`config.mk`:
```
export PLATFORM = sky130hd
export DESIGN_NAME = uart_tx_buf
export DESIGN_NICKNAME = d
export VERILOG_FILES = /design/src/rtl/uart_tx_buf.sv
export SDC_FILE = /design/constraint.sdc
export NUM_CORES = 1
export LEC_CHECK = 0
export CAP_MARGIN = 10
export CORE_MARGIN = 3
export CORE_UTILIZATION = 30
export CTS_CLUSTER_SIZE = 14
export DETAILED_ROUTE_END_ITERATION = 7
export PLACE_DENSITY_LB_ADDON = 0.08
export SYNTH_ARGS = -nofsm -noshare
export SYNTH_HDL_FRONTEND = slang
export SYNTH_SLANG_ARGS = --single-unit
```
`constraint.sdc`:
```
create_clock -name clk -period 5.81 [get_ports clk]
set_input_delay 0.581 -clock clk [delete_from_list [all_inputs] [get_ports clk]]
set_output_delay 0.581 -clock clk [all_outputs]
set_load 0.01 [all_outputs]
```
`src/rtl/uart_tx_buf.sv`:
```
// rtl/uart_tx_buf.sv - Buffered 8N1 UART transmitter with edge-triggered push FIFO
//
// Purpose: accepts bytes on the rising edge of sender_ready into a small FIFO
// and serialises them as 8N1 frames (start, 8 data bits LSB first, stop).
// Frames are sent back to back while the FIFO holds data.
//
// Ports:
//   clk            - single clock, all state on rising edge
//   rstn           - synchronous active-low reset
//   sender_ready   - send request level; only its rising edge pushes a byte
//   w_data[7:0]    - byte captured in the request cycle
//   sender_sending - FIFO non-empty or a frame in flight
//   txd            - registered serial output, idle high
//   overflow       - sticky, set when a request finds the FIFO full
//   fifo_count     - current FIFO occupancy
module uart_tx_buf #(
  parameter int CLK_PER_HALF_BIT = 520,
  parameter int FIFO_DEPTH       = 4
) (
  input  logic                        clk,
  input  logic                        rstn,
  input  logic                        sender_ready,
  input  logic [7:0]                  w_data,
  output logic                        sender_sending,
  output logic                        txd,
  output logic                        overflow,
  output logic [$clog2(FIFO_DEPTH):0] fifo_count
);

  localparam int AW       = $clog2(FIFO_DEPTH);
  localparam int BIT_CLKS = 2 * CLK_PER_HALF_BIT;
  localparam int CW       = (BIT_CLKS > 1) ? $clog2(BIT_CLKS) : 1;
  localparam logic [CW-1:0] BIT_LAST = CW'(BIT_CLKS - 1);
  localparam logic [AW:0]   FULL     = (AW + 1)'(FIFO_DEPTH);

  typedef enum logic [1:0] {IDLE, START, DATA, STOP} state_e;

  state_e        state_q;
  logic [7:0]    sr_q;
  logic [CW-1:0] bit_cnt_q;
  logic [2:0]    bit_idx_q;
  logic          txd_q;
  logic          ready_q;
  logic          overflow_q;
  logic [AW:0]   count_q, count_d;
  logic [AW-1:0] wr_ptr_q, wr_ptr_d;
  logic [AW-1:0] rd_ptr_q, rd_ptr_d;
  logic [7:0]    mem_q [FIFO_DEPTH];

  logic req, pop, push, drop, bit_end;

  // A request is the rising edge of sender_ready, so a held level pushes once.
  assign req     = sender_ready & ~ready_q;
  assign bit_end = (bit_cnt_q == '0);
  // The FSM takes the head byte when idle or exactly at the end of a stop bit.
  assign pop     = (count_q != '0) &&
                   ((state_q == IDLE) || ((state_q == STOP) && bit_end));
  // A full FIFO still accepts a push when a pop frees a slot in the same cycle.
  assign push    = req && ((count_q != FULL) || pop);
  assign drop    = req && !push;

  // Pointers are AW bits wide, so they wrap modulo FIFO_DEPTH on their own.
  always_comb begin
    count_d  = count_q;
    wr_ptr_d = wr_ptr_q;
    rd_ptr_d = rd_ptr_q;
    if (push) wr_ptr_d = wr_ptr_q + 1'b1;
    if (pop)  rd_ptr_d = rd_ptr_q + 1'b1;
    case ({push, pop})
      2'b10:   count_d = count_q + 1'b1;
      2'b01:   count_d = count_q - 1'b1;
      default: count_d = count_q;
    endcase
  end

  always_ff @(posedge clk) begin
    if (push) mem_q[wr_ptr_q] <= w_data;
  end

  always_ff @(posedge clk) begin
    if (!rstn) begin
      count_q    <= '0;
      wr_ptr_q   <= '0;
      rd_ptr_q   <= '0;
      ready_q    <= 1'b1;
      overflow_q <= 1'b0;
    end else begin
      count_q  <= count_d;
      wr_ptr_q <= wr_ptr_d;
      rd_ptr_q <= rd_ptr_d;
      ready_q  <= sender_ready;
      if (drop) overflow_q <= 1'b1;
    end
  end

  always_ff @(posedge clk) begin
    if (!rstn) begin
      state_q   <= IDLE;
      sr_q      <= '0;
      bit_cnt_q <= '0;
      bit_idx_q <= '0;
      txd_q     <= 1'b1;
    end else begin
      // txd is the line level of the previous cycle's state, one clock behind.
      case (state_q)
        START:   txd_q <= 1'b0;
        DATA:    txd_q <= sr_q[0];
        default: txd_q <= 1'b1;
      endcase

      case (state_q)
        IDLE: begin
          if (pop) begin
            sr_q      <= mem_q[rd_ptr_q];
            bit_cnt_q <= BIT_LAST;
            state_q   <= START;
          end
        end
        START: begin
          if (bit_end) begin
            bit_cnt_q <= BIT_LAST;
            bit_idx_q <= '0;
            state_q   <= DATA;
          end else begin
            bit_cnt_q <= bit_cnt_q - 1'b1;
          end
        end
        DATA: begin
          if (bit_end) begin
            bit_cnt_q <= BIT_LAST;
            sr_q      <= {1'b0, sr_q[7:1]};
            if (bit_idx_q == 3'd7) state_q <= STOP;
            else                   bit_idx_q <= bit_idx_q + 1'b1;
          end else begin
            bit_cnt_q <= bit_cnt_q - 1'b1;
          end
        end
        STOP: begin
          if (bit_end) begin
            if (pop) begin
              sr_q      <= mem_q[rd_ptr_q];
              bit_cnt_q <= BIT_LAST;
              state_q   <= START;
            end else begin
              state_q   <= IDLE;
            end
          end else begin
            bit_cnt_q <= bit_cnt_q - 1'b1;
          end
        end
        default: state_q <= IDLE;
      endcase
    end
  end

  assign txd            = txd_q;
  assign overflow       = overflow_q;
  assign fifo_count     = count_q;
  assign sender_sending = (state_q != IDLE) || (count_q != '0);

endmodule

```
Yosys cells after proc, flatten, opt, wreduce, memory -nomap -nowiden
Memories as Yosys holds them, arrays and structs flattened. A register that Yosys moved wholly into a read port is not among the register bits.
Cells that the tools add are included.
- register bits after elaboration: 34
- bits in writable memories: 32
- input port bits: 11
- output and inout bits: 6
- logic and storage cells: 76
- memories kept: 1
- $add $sub $neg: 6
- equality and inequality tests: 13
- multiplexer cells: 25
- bitwise gates (word level): 2
- reductions and logical operators: 19
- memory list (name ; words ; width ; rd ports ; clocked after Yosys merged registers in ; wr ports ; RTL line ; source):
    mem_q ; 4 ; 8 ; 1 ; 1 ; 1 ; 48 ; logic [7:0] mem_q [FIFO_DEPTH];
- operators by type and width (cell ; count):
    $mux 11 ; 3
    $pmux 11 s3 ; 1
    $mux 8 ; 3
    $pmux 8 s3 ; 1
    $mux 2 ; 7
    $ne 2x2->1 const B ; 6
    $pmux 3 s2 ; 2
    $logic_not 11->1 ; 1
    $sub 11x1->11 const B ; 1
    $mux 3 ; 3
    $pmux 2 s4 ; 1
    $add 3x1->3 const B ; 2
    $eq 2x2->1 const B ; 3
    $reduce_bool 2->1 ; 3
    $reduce_bool 3->1 ; 2
    $reduce_and 5->1 ; 1
    $add 2x1->2 const B ; 2
    $eq 2x1->1 const B ; 2
    $logic_and 1x1->1 ; 4
    $reduce_and 4->1 ; 1
    $eq 3x3->1 const B ; 1
    $logic_or 1x1->1 ; 3
    $mux 1 ; 3
    $ne 3x3->1 const B ; 1
    other kinds (8) ; 8

Logic depth before layout (Yosys ltp)
Gate-level depths: netlist of run 1.
- word-level depth: 8
- depth in mapped cells: 10
- depth with buffers taken out: 10

Least setup slack after synthesis of run 1
OpenSTA, ideal clock, no wires.
- path type: register to register
- start: reg bit_cnt_q[0]
- end: reg count_q[2] (netlist: fifo_count[2])
- library setup time: 72 ps
- arrival: 2391 ps
- required time: 5738 ps
- setup slack: 3348 ps
- cell stages (with the launch flop): 11
- period minus slack after synthesis: 2462 ps
- cell sequence: dfxtp_1 > inv_1 > ha_1 > nor3b_2 > nand4_4 > nand2_1 > nand2_1 > fa_1 > or3_1 > mux2i_1 > mux2i_1
- longest elaborated chain between the ends: 8
- elaborated cells between the ends (all ways): 10
- classes of those cells: 2 x eq/ne; 1 x mux; 7 x reduce/logical
- ends and longest elaborated chain (item ; RTL line ; source):
    start, declared ; 40 ; logic [CW-1:0] bit_cnt_q;
    start signal, assigned ; 125 ; bit_cnt_q <= bit_cnt_q - 1'b1;
    start signal, assigned ; 135 ; bit_cnt_q <= bit_cnt_q - 1'b1;
    start signal, assigned ; 148 ; bit_cnt_q <= bit_cnt_q - 1'b1;
    $logic_not 11->1 (*) ; 54 ; assign bit_end = (bit_cnt_q == '0);
    $logic_and 1x1->1 (*) ; 57 ; ((state_q == IDLE) || ((state_q == STOP) && bit_end));
    $logic_or 1x1->1 (*) ; 57 ;
    $logic_and 1x1->1 (*) ; 56 ; assign pop = (count_q != '0) &&
    $logic_or 1x1->1 ; 59 ; assign push = req && ((count_q != FULL) || pop);
    $logic_and 1x1->1 ; 59 ;
    $eq 2x1->1 or $eq 2x2->1 (tied branches) ; 69 ; case ({push, pop})
    $pmux 3 s2 or $reduce_bool 2->1 (tied branches) ; - ;
    end signal, assigned ; 88 ; count_q <= count_d;
    end, declared ; 45 ; logic [AW:0] count_q, count_d;
Mark *: on every way between the ends. The rest lies on a longest branch, timed or not.
A chain may end at the register's enable or synchronous reset.

Worst setup path after layout of run 1
Ends and elaborated chain as after synthesis.

==> results of run 1 <==
## power groups by stage
stage	registers, mW	logic (mW)	clock network (mW)
3_5_place_dp	0.655	0.697	0
4_1_cts	0.645	0.700	0.421
3_3_place_gp	0.655	0.702	0
6_report	0.643	0.694	0.407
2_1_floorplan	0.624	0.562	0
5_1_grt	0.657	0.782	0.443
## registers in the layout (all words and copies together), names as in the netlist, named ones only
register,flops
ready_q,1
overflow,1
sr_q,8
wr_ptr_q,2
bit_idx_q,3
bit_cnt_q,11
state_q,2
mem_q,32
rd_ptr_q,2
fifo_count,3
txd,1
## final timing paths
check,cells past startpoint,end,slack (ps)
max reg2reg,10,fifo_count[2]$_SDFFE_PN0P_,3060
min reg2reg,2,sr_q[1]$_SDFFE_PN0P_,480
min,2,sr_q[1]$_SDFFE_PN0P_,480
max,10,fifo_count[2]$_SDFFE_PN0P_,3060
## worst register-to-register path: stages, from the launching register on
cell and delay, ps:
dfxtp_1 350, inv_1 60, ha_1 190, nor3b_2 500, nand4_4 230, nand2_1 190
nand2_1 90, fa_1 380, or3_1 370, mux2i_1 160, mux2i_1 180
## logic make-up (layout without fill, tap and decap cells)
logic type,Yosys count,count (layout),synth area share
AND/OR/NAND/NOR,98,98,0.165
flip-flops,68,68,0.531
AO/OA/AOI/OAI,52,52,0.128
buffers and inverters,27,45,0.0383
multiplexers,14,14,0.0759
adder cells (fa/ha/maj),13,13,0.0537
XOR/XNOR,3,3,0.00830
## routing by layer
layer / wire length [um] / vias to the layer above
met5: 0 / -
met4: 108 / 0
met3: 205 / 11
met2: 2950 / 35
met1: 3290 / 1056
li1: - / 1056
## final cells by class
cell class	count	share of cell area
Clock buffer	9	0.0342
Clock inverter	7	0.0224
Inverter	13	0.0135
Multi-Input combinational cell	180	0.376
Sequential cell	68	0.464
Tap cell	133	0.0459
Timing Repair Buffer	16	0.0442
## synth_stat cells, types with 2 or more instances
library cell / count / share of area
o21ai_0: 12 / 0.019
dfxtp_1: 36 / 0.23
or3_1: 4 / 0.0079
o21a_1: 2 / 0.0047
mux2i_1: 6 / 0.019
clkbuf_1: 10 / 0.012
inv_1: 13 / 0.015
nand3_1: 3 / 0.0047
or4_1: 3 / 0.0071
or2_2: 2 / 0.0040
nor3_1: 10 / 0.016
o41ai_1: 2 / 0.0055
edfxtp_1: 32 / 0.30
nor2_1: 23 / 0.027
xnor2_1: 3 / 0.0083
nor4_1: 5 / 0.0099
a41o_1: 2 / 0.0063
a22o_1: 2 / 0.0055
a311oi_2: 2 / 0.0095
o31ai_1: 2 / 0.0047
a21oi_1: 7 / 0.011
nand2b_1: 5 / 0.0099
nand2_1: 31 / 0.037
mux4_2: 8 / 0.057
a311oi_1: 8 / 0.022
ha_1: 12 / 0.047
buf_6: 2 / 0.0071
and2_1: 4 / 0.0079
a211oi_1: 2 / 0.0047
==> impl_metrics.env, run 1 <==
export IMPL_wl_per_cell_um=15.4
export IMPL_swShare=0.392
export IMPL_clockPowerShare=0.233
export IMPL_worst_setup_path_start_kind="register"
export IMPL_crit_chain="inv_1, ha_1, nor3b_2, nand4_4, nand2_1, nand2_1, fa_1, or3_1, mux2i_1, mux2i_1"
export IMPL_io_buffer_count=16
export IMPL_finClkSkew_ps=9.80
export IMPL_top_usage_layer="met2"
export IMPL_track_usage=0.123
export IMPL_setup_viol=0
export IMPL_hold_class="reg2reg"
export IMPL_antenna_found_initial=0
export IMPL_die_area_um2=11800
export IMPL_synth_seq_cells=68
export IMPL_hold_viol=0
export IMPL_drtAntennaViolNets=0
export IMPL_cts_clk_slew_worst_paths_ps=80
export IMPL_gr_total_overflow=0
export IMPL_multi_input_area_um2=1360
export IMPL_cts_buffer_depth=2
export IMPL_vdd_drop_max_mv=0.152
export IMPL_ys_seq_area_frac=0.531
export IMPL_rsz0062_at_grt="no"
export IMPL_synth_main_ff_cell="dfxtp_1"
export IMPL_seqCellArea_um2=1680
export IMPL_grtUsageMet1=0.168
export IMPL_syn_nets=299
export IMPL_fin_crit_ps=2750
export IMPL_core_area_um2=10000
export IMPL_drt_pass1_iter_count=6
export IMPL_cts_setup_buffers=0
export IMPL_gr_usage_met3=0.0296
export IMPL_gp_congestion=0.764
export IMPL_cts_buffers=9
export IMPL_cts_htree_levels=3
export IMPL_clockRootBuffer="clkbuf_8"
export IMPL_synthCells=275
export IMPL_postSynthAreaPerCell_um2=11.5
export IMPL_synth_cell_type_count=51
export IMPL_hp_start="sr_q[2]$_SDFFE_PN0P_"
export IMPL_fill_cells=1040
export IMPL_r2r_start="bit_cnt_q[0]$_SDFF_PN0_"
export IMPL_path_max_fanout=7
export IMPL_n_antenna_cell=0
export IMPL_vias_per_cell=5.07
export IMPL_start_util=0.317
export IMPL_finalMaxSlewViolations=0
export IMPL_tightestPinTransition_ps=726
export IMPL_place_area_um2=3420
export IMPL_ctsHoldBuffers=0
export IMPL_power_internal_mw=1.06
export IMPL_fin_ws_ps=3060
export IMPL_leakagePower_nw=1.25
export IMPL_final_cell_mix="dfxtp_1 (36), edfxtp_1 (32), nand2_1 (31)"
export IMPL_synthArstFlopShare=0
export IMPL_final_cell_count_no_fill=426
export IMPL_max_stage_delay_ps=500
export IMPL_die_h_um=109
export IMPL_min_period_over_period=0.474
export IMPL_critPathLaunch="bit_cnt_q[0]$_SDFF_PN0_"
export IMPL_max_slew_margin=0.516
export IMPL_place_ws_ps=2930
export IMPL_critPathKind="reg2reg"
export IMPL_fin_setup_tns_ps=0
export IMPL_power_mw=1.74
export IMPL_syn_area_um2=3170
export IMPL_dieWidth_um=109
export IMPL_final_area_um2=3630
export IMPL_ioPinCount=17
export IMPL_fmax_mhz=363
export IMPL_grt_start_max_net_pins=18
export IMPL_use_met2=0.185
export IMPL_p_switching_mw=0.684
export IMPL_cts_sinks=68
export IMPL_ys_warn_count=0
export IMPL_std_cell_rows=36
export IMPL_syn_to_final_growth_pct=14.5
export IMPL_nets=312
export IMPL_cp_top_family="simple AND/OR/NAND/NOR gates"
export IMPL_cts_resized=0
export IMPL_dp_cells=410
export IMPL_status="complete, no violations"
export IMPL_drive_gt1_frac=0.126
export IMPL_final_util=0.363
export IMPL_required_ps=6090
export IMPL_clk_latency_ps=350
export IMPL_power_density_nw_per_um2=481
export IMPL_drtIter0Drc=82
export IMPL_num_vias=2158
export IMPL_routed_wl_um=6550
export IMPL_dp_hpwl_um=4540
export IMPL_power_share_combinational=0.398
export IMPL_path_buf_inv=1
export IMPL_holdWs_ps=476
export IMPL_drc=0
export IMPL_cts_tree="yes"
export IMPL_cp_data_arrival_time_ps=3030
export IMPL_layout_commonest_cell="dfxtp_1"
export IMPL_max_cap_violations=0
export IMPL_crit_slowest_cell="nor3b_2"
export IMPL_synth_edf_count=32
export IMPL_worstSetupEndpointType="register"
export IMPL_pwr_share_seq=0.369
export IMPL_grt_pass1_wl_um=11000
export IMPL_grt_pass1_vias=2104
Power figures use the tool's default switching activity.
==> inputs of run 2 (changes only) <==
- clock period: 5.81 -> 2.7 ns (I/O delays scaled with it)
==> impl_metrics.env, run 2 (synthesis results as in run 1) <==
export IMPL_highest_layer="met4"
export IMPL_cts_tree="yes"
export IMPL_final_cell_mix="dfxtp_1 (36), edfxtp_1 (32), nand2_1 (31)"
export IMPL_power_density_nw_per_um2=1030
export IMPL_core_area_um2=10000
export IMPL_std_cell_rows=36
export IMPL_drc=0
export IMPL_critPathKind="reg2reg"
export IMPL_cts_htree_levels=3
export IMPL_hold_class="reg2reg"
export IMPL_start_util=0.317
export IMPL_io_buffer_count=16
export IMPL_finalMaxSlewViolations=0
export IMPL_holdWs_ps=474
export IMPL_min_period_over_period=0.921
export IMPL_max_cap_violations=0
export IMPL_dieWidth_um=109
export IMPL_dp_hpwl_um=4750
export IMPL_p_switching_mw=1.47
export IMPL_largest_register_ffs=32
export IMPL_routed_wl_um=6600
export IMPL_largestRegisters="mem_q: 32 flops, bit_cnt_q: 11 flops, sr_q: 8 flops"
export IMPL_clockPowerShare=0.222
export IMPL_required_ps=2760
export IMPL_cts_buffers=9
export IMPL_cp_data_arrival_time_ps=2550
export IMPL_drtAntennaViolNets=0
export IMPL_wl_met1_um=3420
export IMPL_power_mw=3.83
export IMPL_ioPinCount=17
export IMPL_fin_setup_tns_ps=0
export IMPL_power_share_combinational=0.417
export IMPL_clk_latency_ps=350
export IMPL_clockRootBuffer="clkbuf_8"
export IMPL_track_usage=0.127
export IMPL_status="complete, no violations"
export IMPL_layout_commonest_cell="dfxtp_1"
export IMPL_antenna_found_initial=0
export IMPL_swShare=0.384
export IMPL_drive_gt1_frac=0.157
export IMPL_drt_pass1_iter_count=4
export IMPL_drtIter0Drc=92
export IMPL_leakagePower_nw=1.31
export IMPL_cts_sinks=68
export IMPL_tightestPinTransition_ps=630
export IMPL_vias_per_cell=4.88
export IMPL_syn_to_final_growth_pct=17.4
export IMPL_grt_pass1_vias=2146
export IMPL_grt_pass1_wl_um=11300
export IMPL_hold_viol=0
export IMPL_max_stage_delay_ps=640
export IMPL_rsz0062_at_grt="no"
export IMPL_max_slew_margin=0.577
export IMPL_crit_slowest_cell="or4b_2"
export IMPL_nets=324
export IMPL_setup_viol=0
export IMPL_die_area_um2=11800
export IMPL_die_h_um=109
export IMPL_path_max_fanout=8
export IMPL_vdd_drop_max_mv=0.334
export IMPL_worst_setup_path_start_kind="register"
export IMPL_top_register="mem_q"
export IMPL_power_internal_mw=2.36
export IMPL_wl_met2_um=2890
export IMPL_gp_congestion=0.796
export IMPL_ctsHoldBuffers=0
export IMPL_pwr_share_seq=0.361
export IMPL_num_vias=2138
export IMPL_cts_buffer_depth=2
export IMPL_finClkSkew_ps=6.00
export IMPL_grt_start_max_net_pins=17
export IMPL_wl_per_cell_um=15.1
export IMPL_final_cell_count_no_fill=438
export IMPL_dp_cells=422
export IMPL_gr_total_overflow=0
export IMPL_fin_crit_ps=2490
export IMPL_worstSetupEndpointType="register"
export IMPL_cts_clk_slew_worst_paths_ps=80
export IMPL_n_antenna_cell=0
export IMPL_crit_chain="inv_1, ha_1, or4b_2, a31oi_1, nor2_1, and2_1"
export IMPL_fmax_mhz=402
export IMPL_wl_met3_um=199
## run 2: cell count changes in the layout (fill, tap and decap cells not counted), sizes merged
cell,change
clkinv,+1
inv,-2
buf,+12
clkinvlp,+1
## run 2: timing repair
item / CTS / global route
resized for setup: 0 / 1
hold endpoints to repair: 0 / 0
buffers inserted: 0 / 0
setup endpoints to repair: 0 / 1
## run 2: routing by layer
| layer | vias to the layer above | track usage |
|---|---|---|
| met5 | - | 0 |
| met2 | 25 | 0.183 |
| met4 | 0 | 0.0487 |
| met3 | 8 | 0.0391 |
| li1 | 1072 | - |
| met1 | 1033 | 0.177 |
## run 2: cell type report
cell class                      instances  area, um2
Clock buffer                            9        124
Clock inverter                          7       75.1
Fill cell                            1019       6280
Inverter                               13       48.8
Multi-Input combinational cell        180       1370
Sequential cell                        68       1680
Tap cell                              133        166
Timing Repair Buffer                   28        250
## run 2: metrics by stage
step / setup WS (ps) / area (um2) / utilization
2_1_floorplan: 238 / 3170 / -
3_3_place_gp: 257 / 3510 / 0.351
3_5_place_dp: 210 / 3510 / 0.351
4_1_cts: 159 / 3710 / 0.371
5_1_grt: 0.226 / 3720 / 0.372
6_report: 214 / 3720 / 0.372
## run 2: worst max-delay path, delay by kind of cell (launching register included)
| family | cells | cell delay (ps) |
|---|---|---|
| and+or+nand+nor | 3 | 1150 |
| DFF | 1 | 380 |
| AOI/OAI and AO/OA | 1 | 300 |
| adders and majority gates | 1 | 250 |
| buffers and inverters | 1 | 110 |
## run 2: path summary, 6_finish.rpt
path	end	from	depth (start not counted)	slack, ps
max	mem_q[1][0]$_DFFE_PP_	state_q[0]$_SDFFE_PN0P_	6	210
min	sr_q[7]$_SDFFE_PN0P_	sr_q[7]$_SDFFE_PN0P_	2	470
max reg2reg	mem_q[1][0]$_DFFE_PP_	state_q[0]$_SDFFE_PN0P_	6	210
min reg2reg	sr_q[7]$_SDFFE_PN0P_	sr_q[7]$_SDFFE_PN0P_	2	470
## run 2: power by group through the flow
stage	combinational (mW)	clock, mW	sequential (mW)
finish	1.60	0.850	1.38
floorplan	1.21	0	1.34
CTS	1.62	0.884	1.38
global placement	1.62	0	1.41
global route	1.80	0.925	1.41
detailed placement	1.61	0	1.41
